`config.mk`:
```
export PLATFORM = sky130hd
export DESIGN_NAME = cfg_bitstream_loader_flat
export DESIGN_NICKNAME = d
export VERILOG_FILES = /design/src/rtl/tiny_fpga_pkg.sv /design/src/rtl/axi_stream_if.sv /design/src/rtl/cfg_loader_crc8.sv /design/src/rtl/cfg_bitstream_loader.sv /design/src/flat_wrapper.sv
export SDC_FILE = /design/constraint.sdc
export NUM_CORES = 1
export LEC_CHECK = 0
export BUFFER_PORTS_ARGS = -buffer_cell sky130_fd_sc_hd__buf_4
export CAP_MARGIN = 20
export CORE_UTILIZATION = 52
export CTS_CLUSTER_SIZE = 24
export DETAILED_ROUTE_END_ITERATION = 8
export PLACE_DENSITY = 0.72
export SLEW_MARGIN = 0
export SYNTH_ARGS = -nofsm -noshare
export SYNTH_HDL_FRONTEND = slang
export SYNTH_SLANG_ARGS = --single-unit
```
`constraint.sdc`:
```
create_clock -name clk -period 3.77 [get_ports clk]
set_input_delay 0.1885 -clock clk [delete_from_list [all_inputs] [get_ports clk]]
set_output_delay 0.1885 -clock clk [all_outputs]
set_load 0.005 [all_outputs]
```
`src/rtl/tiny_fpga_pkg.sv`:
```
// Shared types and constants for the tiny_fpga_2x2 configuration path:
// the bitstream loader state encoding and the CRC-8 trailer definition.
package tiny_fpga_pkg;

   typedef enum logic [2:0] {
      ST_IDLE     = 3'd0,
      ST_LOAD     = 3'd1,
      ST_WAIT_RDY = 3'd2,
      ST_DONE     = 3'd3,
      ST_ERROR    = 3'd4
   } cfg_loader_state_e;

   localparam logic [7:0] CFG_CRC8_POLY = 8'h07;
   localparam logic [7:0] CFG_CRC8_INIT = 8'h00;

   // One bit of a CRC-8, MSB-first register, new bit fed into the top.
   function automatic logic [7:0] crc8_step(input logic [7:0] crc, input logic din);
      logic fb;
      fb = crc[7] ^ din;
      return {crc[6:0], 1'b0} ^ (fb ? CFG_CRC8_POLY : 8'h00);
   endfunction

endpackage

```
`src/rtl/axi_stream_if.sv`:
```
// Minimal stream interface (data/valid/ready) used for the fabric beat port.
interface axi_stream_if #(
   parameter int W = 1
) ();
   logic [W-1:0] data;
   logic         valid;
   logic         ready;

   modport master (output data, output valid, input ready);
   modport slave  (input data, input valid, output ready);
endinterface

```
`src/rtl/cfg_loader_crc8.sv`:
```
// Serial CRC-8 over W bits per enabled cycle, bit 0 of the beat first.
// crc_next is the value the register takes at the coming edge, so the
// caller can compare against the CRC including the beat in flight.
module cfg_loader_crc8
   import tiny_fpga_pkg::*;
#(
   parameter int W = 1
) (
   input  logic         clk,
   input  logic         rst_n,
   input  logic         clear,
   input  logic         en,
   input  logic [W-1:0] data,
   output logic [7:0]   crc_next
);

   logic [7:0] crc_q;
   logic [7:0] crc_upd;

   // Fold the beat's bits into the CRC in transmit order
   always_comb begin
      crc_upd = crc_q;
      for (int i = 0; i < W; i++) begin
         crc_upd = crc8_step(crc_upd, data[i]);
      end
   end

   assign crc_next = clear ? CFG_CRC8_INIT : (en ? crc_upd : crc_q);

   // CRC register
   always_ff @(posedge clk or negedge rst_n) begin
      if (!rst_n) crc_q <= CFG_CRC8_INIT;
      else        crc_q <= crc_next;
   end

endmodule

```
`src/rtl/cfg_bitstream_loader.sv`:
```
// Byte-wide host stream to W-bit fabric beats for the tiny_fpga_2x2 config port.
// Drives the cfg strobe, waits for cfg_ready after the last beat and reports
// done/error. Optional CRC-8 trailer byte check: define CFG_LOADER_CRC_EN.
//
// Handshake: a transfer happens on any cycle where valid && ready are both
// high at the rising edge. The sender holds valid and data stable until that
// edge; ready may change freely. host_valid/host_ready and
// cfg_bitstream.valid/ready both follow this rule.
module cfg_bitstream_loader
   import tiny_fpga_pkg::*;
#(
   parameter int BITSTREAM_DATA_WIDTH = 1,
   parameter int BITSTREAM_LENGTH     = 128,
   parameter int READY_TIMEOUT        = 1024
) (
   input  logic               clk,
   input  logic               rst_n,
   input  logic               start,
   input  logic               abort,
   input  logic [7:0]         host_data,
   input  logic               host_valid,
   input  logic               host_last,
   output logic               host_ready,
   output logic               cfg,
   axi_stream_if.master       cfg_bitstream,
   input  logic               cfg_ready,
   output logic               busy,
   output logic               done,
   output logic               error,
   output cfg_loader_state_e  dbg_state
);

   localparam int W     = BITSTREAM_DATA_WIDTH;
   localparam int LEN   = BITSTREAM_LENGTH;
   localparam int BPB   = 8 / W;
   localparam int CNT_W = $clog2(LEN + 1);
   localparam int TMO_W = $clog2(READY_TIMEOUT + 1);

   cfg_loader_state_e state;
   logic [7:0]        shift_q;
   logic [3:0]        beats_left;
   logic [CNT_W-1:0]  bit_cnt;
   logic [TMO_W-1:0]  tmo_cnt;
   logic              cfg_q;
   logic              done_q;
   logic              error_q;

   logic              valid;
   logic              beat_fire;
   logic              shift_free;
   logic              img_ready;
   logic              img_take;
   logic              last_err;
   logic              img_finish;
   logic              start_take;
   logic              crc_ok;
   logic [CNT_W-1:0]  bits_after;
   int                img_left;
   logic [3:0]        load_beats;

   assign valid               = (state == ST_LOAD) && (beats_left != 4'd0);
   assign beat_fire           = valid && cfg_bitstream.ready;
   assign cfg_bitstream.valid = valid;
   assign cfg_bitstream.data  = shift_q[W-1:0];

   // The shift register can take a new byte when empty, or when its last beat
   // leaves this cycle, so consecutive bytes stream without a bubble.
   assign shift_free = (beats_left == 4'd0) || ((beats_left == 4'd1) && beat_fire);
   assign start_take = start && !abort &&
                       ((state == ST_IDLE) || (state == ST_DONE) || (state == ST_ERROR));

   // Bit count after this cycle's beat, image bits still owed, beats in the next byte
   always_comb begin
      bits_after = bit_cnt;
      if (beat_fire && (bit_cnt < CNT_W'(LEN))) bits_after = bit_cnt + CNT_W'(W);
      img_left = LEN - int'(bits_after);
      if (img_left >= 8) load_beats = 4'(BPB);
      else               load_beats = 4'(img_left / W);
   end

   assign img_ready = (state == ST_LOAD) && shift_free && (img_left > 0);
   assign img_take  = img_ready && host_valid;

`ifdef CFG_LOADER_CRC_EN
   logic       trl_got;
   logic [7:0] trl_q;
   logic       trl_ready;
   logic       trl_take;
   logic [7:0] crc_next;
   logic [7:0] trl_byte;

   // The trailer is accepted once the final image beat has gone (or goes now)
   assign trl_ready  = (state == ST_LOAD) && (img_left == 0) && !trl_got;
   assign trl_take   = trl_ready && host_valid;
   assign trl_byte   = trl_got ? trl_q : host_data;
   assign host_ready = img_ready || trl_ready;
   assign last_err   = (img_take && host_last) || (trl_take && !host_last);
   assign img_finish = (img_left == 0) && (trl_got || trl_take);
   assign crc_ok     = (crc_next == trl_byte);

   cfg_loader_crc8 #(.W(W)) u_crc (
      .clk      (clk),
      .rst_n    (rst_n),
      .clear    (start_take),
      .en       (beat_fire),
      .data     (shift_q[W-1:0]),
      .crc_next (crc_next)
   );
`else
   assign host_ready = img_ready;
   // host_last must mark exactly the byte holding the final image bit
   assign last_err   = img_take && (host_last ? (img_left > 8) : (img_left <= 8));
   assign img_finish = (img_left == 0);
   assign crc_ok     = 1'b1;
`endif

   assign cfg       = cfg_q;
   assign done      = done_q;
   assign error     = error_q;
   assign busy      = (state == ST_LOAD) || (state == ST_WAIT_RDY);
   assign dbg_state = state;

   // Load sequencer: serialiser, bit/timeout counters and status flags
   always_ff @(posedge clk or negedge rst_n) begin
      if (!rst_n) begin
         state      <= ST_IDLE;
         shift_q    <= 8'h00;
         beats_left <= 4'd0;
         bit_cnt    <= '0;
         tmo_cnt    <= '0;
         cfg_q      <= 1'b0;
         done_q     <= 1'b0;
         error_q    <= 1'b0;
`ifdef CFG_LOADER_CRC_EN
         trl_got    <= 1'b0;
         trl_q      <= 8'h00;
`endif
      end else begin
         case (state)
            ST_IDLE, ST_DONE, ST_ERROR: begin
               if (start_take) begin
                  state      <= ST_LOAD;
                  cfg_q      <= 1'b1;
                  done_q     <= 1'b0;
                  error_q    <= 1'b0;
                  shift_q    <= 8'h00;
                  beats_left <= 4'd0;
                  bit_cnt    <= '0;
                  tmo_cnt    <= '0;
`ifdef CFG_LOADER_CRC_EN
                  trl_got    <= 1'b0;
`endif
               end else if (abort && (state != ST_IDLE)) begin
                  state <= ST_IDLE;
               end
            end
            ST_LOAD: begin
               if (abort) begin
                  state      <= ST_IDLE;
                  cfg_q      <= 1'b0;
                  beats_left <= 4'd0;
               end else begin
                  if (beat_fire) begin
                     shift_q    <= shift_q >> W;
                     beats_left <= 4'(beats_left - 4'd1);
                     bit_cnt    <= bits_after;
                  end
                  if (img_take) begin
                     shift_q    <= host_data;
                     beats_left <= load_beats;
                  end
`ifdef CFG_LOADER_CRC_EN
                  if (trl_take) begin
                     trl_got <= 1'b1;
                     trl_q   <= host_data;
                  end
`endif
                  if (last_err || (img_finish && !crc_ok)) begin
                     state      <= ST_ERROR;
                     error_q    <= 1'b1;
                     cfg_q      <= 1'b0;
                     beats_left <= 4'd0;
                  end else if (img_finish) begin
                     state   <= ST_WAIT_RDY;
                     tmo_cnt <= '0;
                  end
               end
            end
            ST_WAIT_RDY: begin
               if (abort) begin
                  state <= ST_IDLE;
                  cfg_q <= 1'b0;
               end else if (cfg_ready) begin
                  state  <= ST_DONE;
                  done_q <= 1'b1;
                  cfg_q  <= 1'b0;
               end else if (tmo_cnt == TMO_W'(READY_TIMEOUT - 1)) begin
                  state   <= ST_ERROR;
                  error_q <= 1'b1;
                  cfg_q   <= 1'b0;
               end else begin
                  tmo_cnt <= tmo_cnt + TMO_W'(1);
               end
            end
            default: begin
               state <= ST_IDLE;
               cfg_q <= 1'b0;
            end
         endcase
      end
   end

endmodule

```
`src/flat_wrapper.sv`:
```
// flat-port wrapper written by rule: the top's interface ports become plain ports
module cfg_bitstream_loader_flat import tiny_fpga_pkg::*;
#(
   parameter int BITSTREAM_DATA_WIDTH = 1,
   parameter int BITSTREAM_LENGTH     = 128,
   parameter int READY_TIMEOUT        = 1024
)
  (clk, rst_n, start, abort, host_data, host_valid, host_last, host_ready, cfg, cfg_ready, busy, done, error, dbg_state, cfg_bitstream_data, cfg_bitstream_valid, cfg_bitstream_ready);
  axi_stream_if #(.W((1))) cfg_bitstream_i ();
  input  logic clk;
  input  logic rst_n;
  input  logic start;
  input  logic abort;
  input  logic [7:0] host_data;
  input  logic host_valid;
  input  logic host_last;
  output logic host_ready;
  output logic cfg;
  input  logic cfg_ready;
  output logic busy;
  output logic done;
  output logic error;
  output cfg_loader_state_e dbg_state;
  output wire logic [$bits(cfg_bitstream_i.data)-1:0] cfg_bitstream_data;
  output wire logic [$bits(cfg_bitstream_i.valid)-1:0] cfg_bitstream_valid;
  input wire logic [$bits(cfg_bitstream_i.ready)-1:0] cfg_bitstream_ready;
  assign cfg_bitstream_data = cfg_bitstream_i.data;
  assign cfg_bitstream_valid = cfg_bitstream_i.valid;
  assign cfg_bitstream_i.ready = cfg_bitstream_ready;
  cfg_bitstream_loader #(.BITSTREAM_DATA_WIDTH(BITSTREAM_DATA_WIDTH), .BITSTREAM_LENGTH(BITSTREAM_LENGTH), .READY_TIMEOUT(READY_TIMEOUT)) u_core (.clk(clk), .rst_n(rst_n), .start(start), .abort(abort), .host_data(host_data), .host_valid(host_valid), .host_last(host_last), .host_ready(host_ready), .cfg(cfg), .cfg_bitstream(cfg_bitstream_i), .cfg_ready(cfg_ready), .busy(busy), .done(done), .error(error), .dbg_state(dbg_state));
endmodule
```
==> results of run 1 <==
power by group:
group	leakage, nW	internal [mW]	switching [mW]
clock	0.0443	0.145	0.142
combinational	0.762	0.352	0.465
sequential	0.507	0.470	0.0844
layer usage:
layer,global-route usage [%],up-vias
li1,-,1195
met1,35.7,1129
met2,37.2,42
met3,4.56,4
met4,7.19,0
met5,0,-
logic make-up (layout without fill, tap and decap cells):
family	after synthesis	in the layout	synth area share, %
AO/OA/AOI/OAI	97	97	27.0
flip-flops	37	37	35.4
buffers and inverters	27	51	4.49
adder cells (fa/ha/maj)	5	5	2.39
multiplexers	6	6	2.44
AND/OR/NAND/NOR	131	131	26.7
XOR/XNOR	5	5	1.67
placed cells by master (no fill, tap or decap), types with 3 or more instances in the layout:
cell and count:
sky130_fd_sc_hd__mux2_2 3, sky130_fd_sc_hd__nor3_1 11, sky130_fd_sc_hd__o21ai_0 22, sky130_fd_sc_hd__inv_1 13, sky130_fd_sc_hd__clkbuf_8 6, sky130_fd_sc_hd__o2bb2ai_1 5, sky130_fd_sc_hd__o31ai_1 5, sky130_fd_sc_hd__ha_1 5
sky130_fd_sc_hd__nand3_1 13, sky130_fd_sc_hd__dfrtp_1 37, sky130_fd_sc_hd__a22o_1 7, sky130_fd_sc_hd__nor3b_1 3, sky130_fd_sc_hd__and3_1 5, sky130_fd_sc_hd__o32a_1 3, sky130_fd_sc_hd__buf_4 30, sky130_fd_sc_hd__mux2i_1 3
sky130_fd_sc_hd__or3_1 3, sky130_fd_sc_hd__a21oi_1 20, sky130_fd_sc_hd__xnor2_1 3, sky130_fd_sc_hd__nand2b_1 7, sky130_fd_sc_hd__nor4_1 7, sky130_fd_sc_hd__nor2_1 28, sky130_fd_sc_hd__nand2_1 35, sky130_fd_sc_hd__a32o_1 3
sky130_fd_sc_hd__a221o_1 4, sky130_fd_sc_hd__a31oi_1 3
worst reg2reg max path, delay by kind of cell, from the launching register on:
family          cells  cell delay, ps
compound gates      3             910
mux                 1             380
simple gates        3            1170
flops               1             590
through the flow:
step                hold WS (ps)  worst slack [ps]  cell area (µm²)
CTS                          134               628             2960
global route                 131               401             2960
global placement             185               713             2860
floorplan                   -107               983             2620
finish                       140               610             2960
detailed placement           190               648             2860
final timing paths:
| check | slack, ps | end | depth (start not counted) | from |
|---|---|---|---|---|
| setup reg to reg | 610 | u_core.tmo_cnt[4] | 7 | u_core.dbg_state[0] |
| hold reg to reg | 500 | u_core.tmo_cnt[10] | 1 | u_core.tmo_cnt[10] |
| hold / removal | 140 | u_core.shift_q[7] | 2 | host_data[7] |
| max in group asynchronous | 3030 | u_core.beats_left[0] | 2 | rst_n |
| setup / recovery | 610 | u_core.tmo_cnt[4] | 7 | u_core.dbg_state[0] |
| min in group asynchronous | 400 | u_core.tmo_cnt[6] | 2 | rst_n |
sequential cells by signal (all words and copies together) (netlist names):
name               cells
u_core.bit_cnt         8
u_core.error           1
u_core.shift_q         8
u_core.beats_left      4
u_core.cfg             1
u_core.done            1
u_core.tmo_cnt        11
u_core.dbg_state       3
final cells by class:
type / count / area (µm²)
sequential: 37 / 926
fill: 408 / 1830
multi-input combinational: 244 / 1580
clock buffer: 7 / 86.3
tap: 67 / 83.8
inverter: 13 / 48.8
timing repair buffer: 31 / 235
repair_timing:
item,4_1_cts,5_1_grt
hold buffers,1,0
hold endpoints to repair,37,0
setup buffers,0,0
==> metrics.txt, run 1 <==
I/O pin count 26; Post-route DRC 0; post-layout total power 1.66 mW; share of the synthesized area in the top cell type 35.4%; Resize count post-CTS 0; Post-synth ARST share 100%; overall routed net length 6130 µm; most frequent cells after synthesis sky130_fd_sc_hd__dfrtp_1 (37), sky130_fd_sc_hd__nand2_1 (35), sky130_fd_sc_hd__nor2_1 (28); synthesis-to-finish area growth 12.9%; Critical Path Sink Type register; number of antenna-violating nets in the routed design 0; nature of the critical path startpoint register; total nets after synthesis 329; wire length of the first global-routing pass 9990 µm; maximum number of pins on one net before global-route repair 38; static leakage power 1.31 nW; kind of cell adding the most delay to the critical path simple AND/OR/NAND/NOR gates; Worst slew margin 33.1%; final cell utilization of the core 61.8%; class of the most critical setup path reg2reg; die area 0.00532 mm²; final HPWL from detailed placement 4420 µm; final hold vios 0; number of sinks on the clock net 37; Crit-path slowest cell sky130_fd_sc_hd__dfrtp_1; cell with the most instances after synthesis sky130_fd_sc_hd__dfrtp_1; final layout net count 353; number of antenna violations at the first check in global routing 0; horizontal die dimension 73.0 µm; number of vias per cell after detailed routing 5.94; result of the run finished, final reports clean; number of buffers on the longest clock path 2; max frequency 316 MHz; worst clock skew 6.89 ps; synth unique cells 62; worst-margin pin slew 999 ps; via total after detailed routing 2370; highest cell delay on the worst timing path 590 ps; unrepaired setup endpoints after global routing no; total of max-cap violations 0; root cell of the clock tree sky130_fd_sc_hd__clkbuf_8; DIE HEIGHT 73.0 µm; number of warnings issued by yosys 0; placement row count 25; post-route met1 wirelength 3100 µm; detailed-routing iteration count for the pre-antenna-repair pass 4; uppermost routed layer met4; initial core utilization 54.7%; power density relative to cell area 561 mW/mm²; final count of pins violating max slew 0; non-filler cells in the finished layout 399; accumulated negative setup slack 0 ps; series of cell instances along the critical path or3b_1 -> nor4_1 -> mux2_2 -> o21a_1 -> o31ai_4 -> nand2_4 -> a221o_1; clock tree from TritonCTS done; required time worst endpoint 3950 ps; per-cell routed wire length 15.4 µm; port buffer count 25; CP max FO 15; number of design-rule violations left by the first detailed-router iteration 250; source-to-sink clock delay at the later pin of the worst-skew pair 290 ps; met2 routed WL 2740 µm; worst min-delay path category in2reg; min Tclk post-route 3160 ps; number of cells in the design after placement 391; H-tree depth 2; peak supply drop 0.350 mV; arrival time at the worst endpoint 3340 ps; fraction of final layout cells with drive strength greater than 1 16.3%; count of endpoints failing setup in the final report 0; number of enable-type register cells in the synthesized netlist 0; top cells by area in the synthesized netlist sky130_fd_sc_hd__dfrtp_1 (35%), sky130_fd_sc_hd__nand2_1 (5.0%), sky130_fd_sc_hd__o21ai_0 (4.2%); GRT Overall Usage 24.6%; post-synthesis register bit count 37; Floorplan Core Area 0.00479 mm²; Buf/Inv on CP 0; Post-Synthesis Mean Instance Area 8.50 µm²; share of the cycle needed by the critical path after routing 83.8%; wire length on met3 243 µm; Syn Inst Count 308; leading register cell type out of synthesis sky130_fd_sc_hd__dfrtp_1; CTS buffer count 5; clock input transition at the sequential cells of the worst setup and hold paths 70 ps; leftover overflow at the end of global routing 0; summed instance area of the synthesized netlist 0.00262 mm²; register area share after synthesis 35.4%; diodes inserted 0; via count of the first global-routing pass 2022; cell taking the most area after synthesis sky130_fd_sc_hd__dfrtp_1; routability cong. 0.877
Note: power is estimated with default switching activity, not from simulation.
==> inputs of run 2 (changes only) <==
--- a/config.mk
+++ b/config.mk
@@ -5,12 +5,13 @@
 export SDC_FILE = /design/constraint.sdc
 export NUM_CORES = 1
 export LEC_CHECK = 0
+export ABC_AREA = 1
 export BUFFER_PORTS_ARGS = -buffer_cell sky130_fd_sc_hd__buf_4
 export CAP_MARGIN = 20
 export CORE_UTILIZATION = 52
 export CTS_CLUSTER_SIZE = 24
 export DETAILED_ROUTE_END_ITERATION = 8
-export PLACE_DENSITY = 0.72
+export PLACE_DENSITY = 0.75
 export SLEW_MARGIN = 0
 export SYNTH_ARGS = -nofsm -noshare
 export SYNTH_HDL_FRONTEND = slang
==> constraint.sdc (replaced) <==
create_clock -name clk -period 2.59 [get_ports clk]
set_input_delay 0.1295 -clock clk [delete_from_list [all_inputs] [get_ports clk]]
set_output_delay 0.1295 -clock clk [all_outputs]
set_load 0.005 [all_outputs]
==> run 2 against run 1 <==
The run now ends with negative setup slack left. Fmax rose by 21%. Via count rose by 3.1%. Sequential cell count did not move. Worst hold slack got worse by 34 ps. Setup slack got worse by 630 ps. Routed wire length rose by 0.52%. Utilization rose by 8.3 points. Global-route usage fell by 0.36 points. Critical path type unchanged. Critical endpoint is now u_core.beats_left[1]. Largest cell class unchanged. Highest routed layer unchanged.
==> metrics.txt, run 2 <==
Regs by FF count u_core.tmo_cnt: 11 flops, u_core.bit_cnt: 8 flops, u_core.shift_q: 8 flops; Post-route DRC 0; switch share 45.2%; total nets after synthesis 354; root cell of the clock tree sky130_fd_sc_hd__clkbuf_8; wire length of the first global-routing pass 9750 µm; number of vias per cell after detailed routing 5.56; I/O pin count 26; adder-cell share of the synthesized area 2.54%; largest register by flop count u_core.tmo_cnt; Buf/Inv on CP 3; final HPWL from detailed placement 4150 µm; number of sinks on the clock net 37; overall routed net length 6160 µm; fraction of the mapped netlist area in compound gates 13.4%; post-place instance area 0.00276 mm²; leading register cell type out of synthesis sky130_fd_sc_hd__dfrtp_1; fraction of final layout cells with drive strength greater than 1 28.9%; sequential power share 25.0%; via count of the first global-routing pass 2224; Floorplan Core Area 0.00444 mm²; commonest non-fill, non-tap cell in the layout sky130_fd_sc_hd__nand2_1; xor and xnor area share after synthesis 1.42%; number of antenna violations at the first check in global routing 0; detailed-routing iteration count for the pre-antenna-repair pass 5; switching power 1.46 mW; cell with the most instances after synthesis sky130_fd_sc_hd__nand2_1; worst clock skew 7.90 ps; share of the cycle needed by the critical path after routing 101%; Worst slew margin 67.8%; CP max FO 7; summed instance area of the synthesized netlist 0.00246 mm²; Largest register FFs 11; number of buffers on the longest clock path 2; number of enable-type register cells in the synthesized netlist 0; leftover overflow at the end of global routing 0; result of the run complete, but fails checks; clock tree from TritonCTS done; number of design-rule violations left by the first detailed-router iteration 163; number of warnings issued by yosys 0; Crit-path slowest cell sky130_fd_sc_hd__dfrtp_1; power share of the combinational group 58.3%; final count of pins violating max slew 0; most frequent cells in the layout sky130_fd_sc_hd__nand2_1 (77), sky130_fd_sc_hd__buf_4 (48), sky130_fd_sc_hd__inv_1 (40); final layout net count 407; worst-margin pin slew 478 ps; final hold vios 0; horizontal die dimension 70.8 µm; via total after detailed routing 2443; post-layout total power 3.23 mW; Syn Inst Count 333; basic-gate share of the synthesized area counting and, or, nand and nor cells 34.5%; post-route design area 0.00311 mm²; nature of the critical path startpoint register; post-place setup slack 93.0 ps; kind of cell adding the most delay to the critical path simple AND/OR/NAND/NOR gates; most frequent cells after synthesis sky130_fd_sc_hd__nand2_1 (92), sky130_fd_sc_hd__inv_1 (43), sky130_fd_sc_hd__dfrtp_1 (37); Post-Synthesis Mean Instance Area 7.40 µm²; worst min-delay path category in2reg; synthesis-to-finish area growth 26.4%; cell taking the most area after synthesis sky130_fd_sc_hd__dfrtp_1; static leakage power 1.53 nW; cell seen most often among critical-path stages sky130_fd_sc_hd__nand2_1; clock input transition at the sequential cells of the worst setup and hold paths 80 ps; number of antenna-violating nets in the routed design 0; unrepaired setup endpoints after global routing yes; Critical Path Sink Type register; synth unique cells 37; Post-synth ARST share 100%; failing checks negative setup slack; die area 0.00502 mm²; post-synthesis register bit count 37; series of cell instances along the critical path inv_2 -> nand2_4 -> nor2_4 -> nand3_4 -> nor2_8 -> buf_4 -> nand2_1 -> nand2_1 -> nor2_2 -> nand2_1 -> nand2_1 -> nand2_1 -> clkinv_1 -> nor2_4 -> nand3_2 -> nand2_2 -> nand2_2 -> nand3_4 -> nand2_4 -> nor2_4 -> nand2_2 -> nand2_2; accumulated negative setup slack -39.8 ps; routability cong. 0.883; port buffer count 25; cell-internal power 1.77 mW; class of the most critical setup path reg2reg; maximum number of pins on one net before global-route repair 38; H-tree depth 2; min Tclk post-route 2610 ps; max frequency 383 MHz; clock network power share 16.7%; peak supply drop 0.815 mV; power density relative to cell area 1040 mW/mm²; initial core utilization 55.4%; mux cell area share after synthesis 2.84%; CTS buffer count 5; GRT Overall Usage 24.2%; main combinational cell family by area after synthesis simple AND/OR/NAND/NOR gates; per-cell routed wire length 14.0 µm; fin worst setup slack -18.1 ps; required time worst endpoint 2830 ps; source-to-sink clock delay at the later pin of the worst-skew pair 300 ps; top cells by area in the synthesized netlist sky130_fd_sc_hd__dfrtp_1 (38%), sky130_fd_sc_hd__nand2_1 (14%), sky130_fd_sc_hd__inv_1 (6.6%); Filler Cells Inserted 347; share of the synthesized area in the top cell type 37.6%; total of max-cap violations 0; register area share after synthesis 37.6%; count of endpoints failing setup in the final report 3; highest cell delay on the worst timing path 400 ps; DIE HEIGHT 70.8 µm; placement row count 24; arrival time at the worst endpoint 2840 ps; diodes inserted 0
-- run 2: changes by cell type in the layout (fill, tap and decap cells not counted), moves of 6 or more --
cell / change
sky130_fd_sc_hd__nor2_1: -6
sky130_fd_sc_hd__a22o_1: -7
sky130_fd_sc_hd__buf_4: +18
sky130_fd_sc_hd__o22ai_1: +8
sky130_fd_sc_hd__a21oi_1: -10
sky130_fd_sc_hd__inv_1: +27
sky130_fd_sc_hd__nand3_1: +6
sky130_fd_sc_hd__nand2b_1: -7
sky130_fd_sc_hd__nand2_2: +22
sky130_fd_sc_hd__nor4_1: -6
sky130_fd_sc_hd__nand2_1: +42
-- run 2: logic make-up after synthesis --
logic type / Yosys count
muxes: 7
buffers and inverters: 49
DFF: 37
xor gates and xnor gates: 4
adders and majority gates: 5
and+or+nand+nor: 174
AOI/OAI and AO/OA: 57
-- run 2: routing by layer --
layer  global-route usage (%)  vias up  part of all wire [%]
met5                        0        -                     0
met4                     7.78        0                   2.6
met3                     3.85       18                   4.4
met2                     41.1       86                    50
met1                     31.8     1142                    43
li1                         -     1197                     -
-- run 2: cell type report --
cell class                 instances  area, µm²  area share [%]
timing repair buffer              50        382            12.3
tap                               52       65.1            2.09
clock inverter                     2       37.5            1.21
inverter                          44        165            5.31
multi-input combinational        248       1450            46.7
sequential                        37        927            29.8
clock buffer                       6       82.6            2.65
-- run 2: power by group through the flow --
stage	sequential (mW)	combinational [mW]	clock [mW]
CTS	0.803	1.53	0.543
floorplan	0.792	1.11	0
global route	0.820	2.05	0.569
global placement	0.810	1.51	0
detailed placement	0.814	1.52	0
finish	0.805	1.88	0.540
-- run 2: final timing paths --
kind | start | endpoint | slack [ps] | cells past startpoint
max | u_core.dbg_state[1] | u_core.beats_left[1] | -20 | 22
min | host_data[7] | u_core.shift_q[7] | 110 | 3
max reg2reg | u_core.dbg_state[1] | u_core.beats_left[1] | -20 | 22
min reg2reg | u_core.done | u_core.done | 490 | 2
max in group asynchronous | rst_n | u_core.dbg_state[0] | 1920 | 2
min in group asynchronous | rst_n | u_core.done | 320 | 2
-- run 2: stage by stage --
step                util (%)  hold slack [ps]  instances
finish                  70.0              106        439
global route            70.0              118        439
CTS                     65.0              107        423
detailed placement      62.1              123        414
global placement        62.1              130        414
floorplan                  -             -166        333
-- run 2: what timing repair did --
| action | CTS | global route |
|---|---|---|
| buffers inserted | 0 | 15 |
| resized for setup | 0 | 34 |
| hold endpoints to repair | 37 | 0 |
| setup endpoints to repair | 0 | 23 |
| hold buffers | 1 | 0 |
-- run 2: worst register-to-register path, cell delays in order (launching register included) --
cell and delay (ps):
sky130_fd_sc_hd__dfrtp_1 400, sky130_fd_sc_hd__inv_2 90, sky130_fd_sc_hd__nand2_4 60, sky130_fd_sc_hd__nor2_4 170, sky130_fd_sc_hd__nand3_4 140, sky130_fd_sc_hd__nor2_8 190
sky130_fd_sc_hd__buf_4 130, sky130_fd_sc_hd__nand2_1 40, sky130_fd_sc_hd__nand2_1 90, sky130_fd_sc_hd__nor2_2 60, sky130_fd_sc_hd__nand2_1 120, sky130_fd_sc_hd__nand2_1 70
sky130_fd_sc_hd__nand2_1 80, sky130_fd_sc_hd__clkinv_1 100, sky130_fd_sc_hd__nor2_4 100, sky130_fd_sc_hd__nand3_2 110, sky130_fd_sc_hd__nand2_2 90, sky130_fd_sc_hd__nand2_2 70
sky130_fd_sc_hd__nand3_4 90, sky130_fd_sc_hd__nand2_4 80, sky130_fd_sc_hd__nor2_4 150, sky130_fd_sc_hd__nand2_2 60, sky130_fd_sc_hd__nand2_2 60
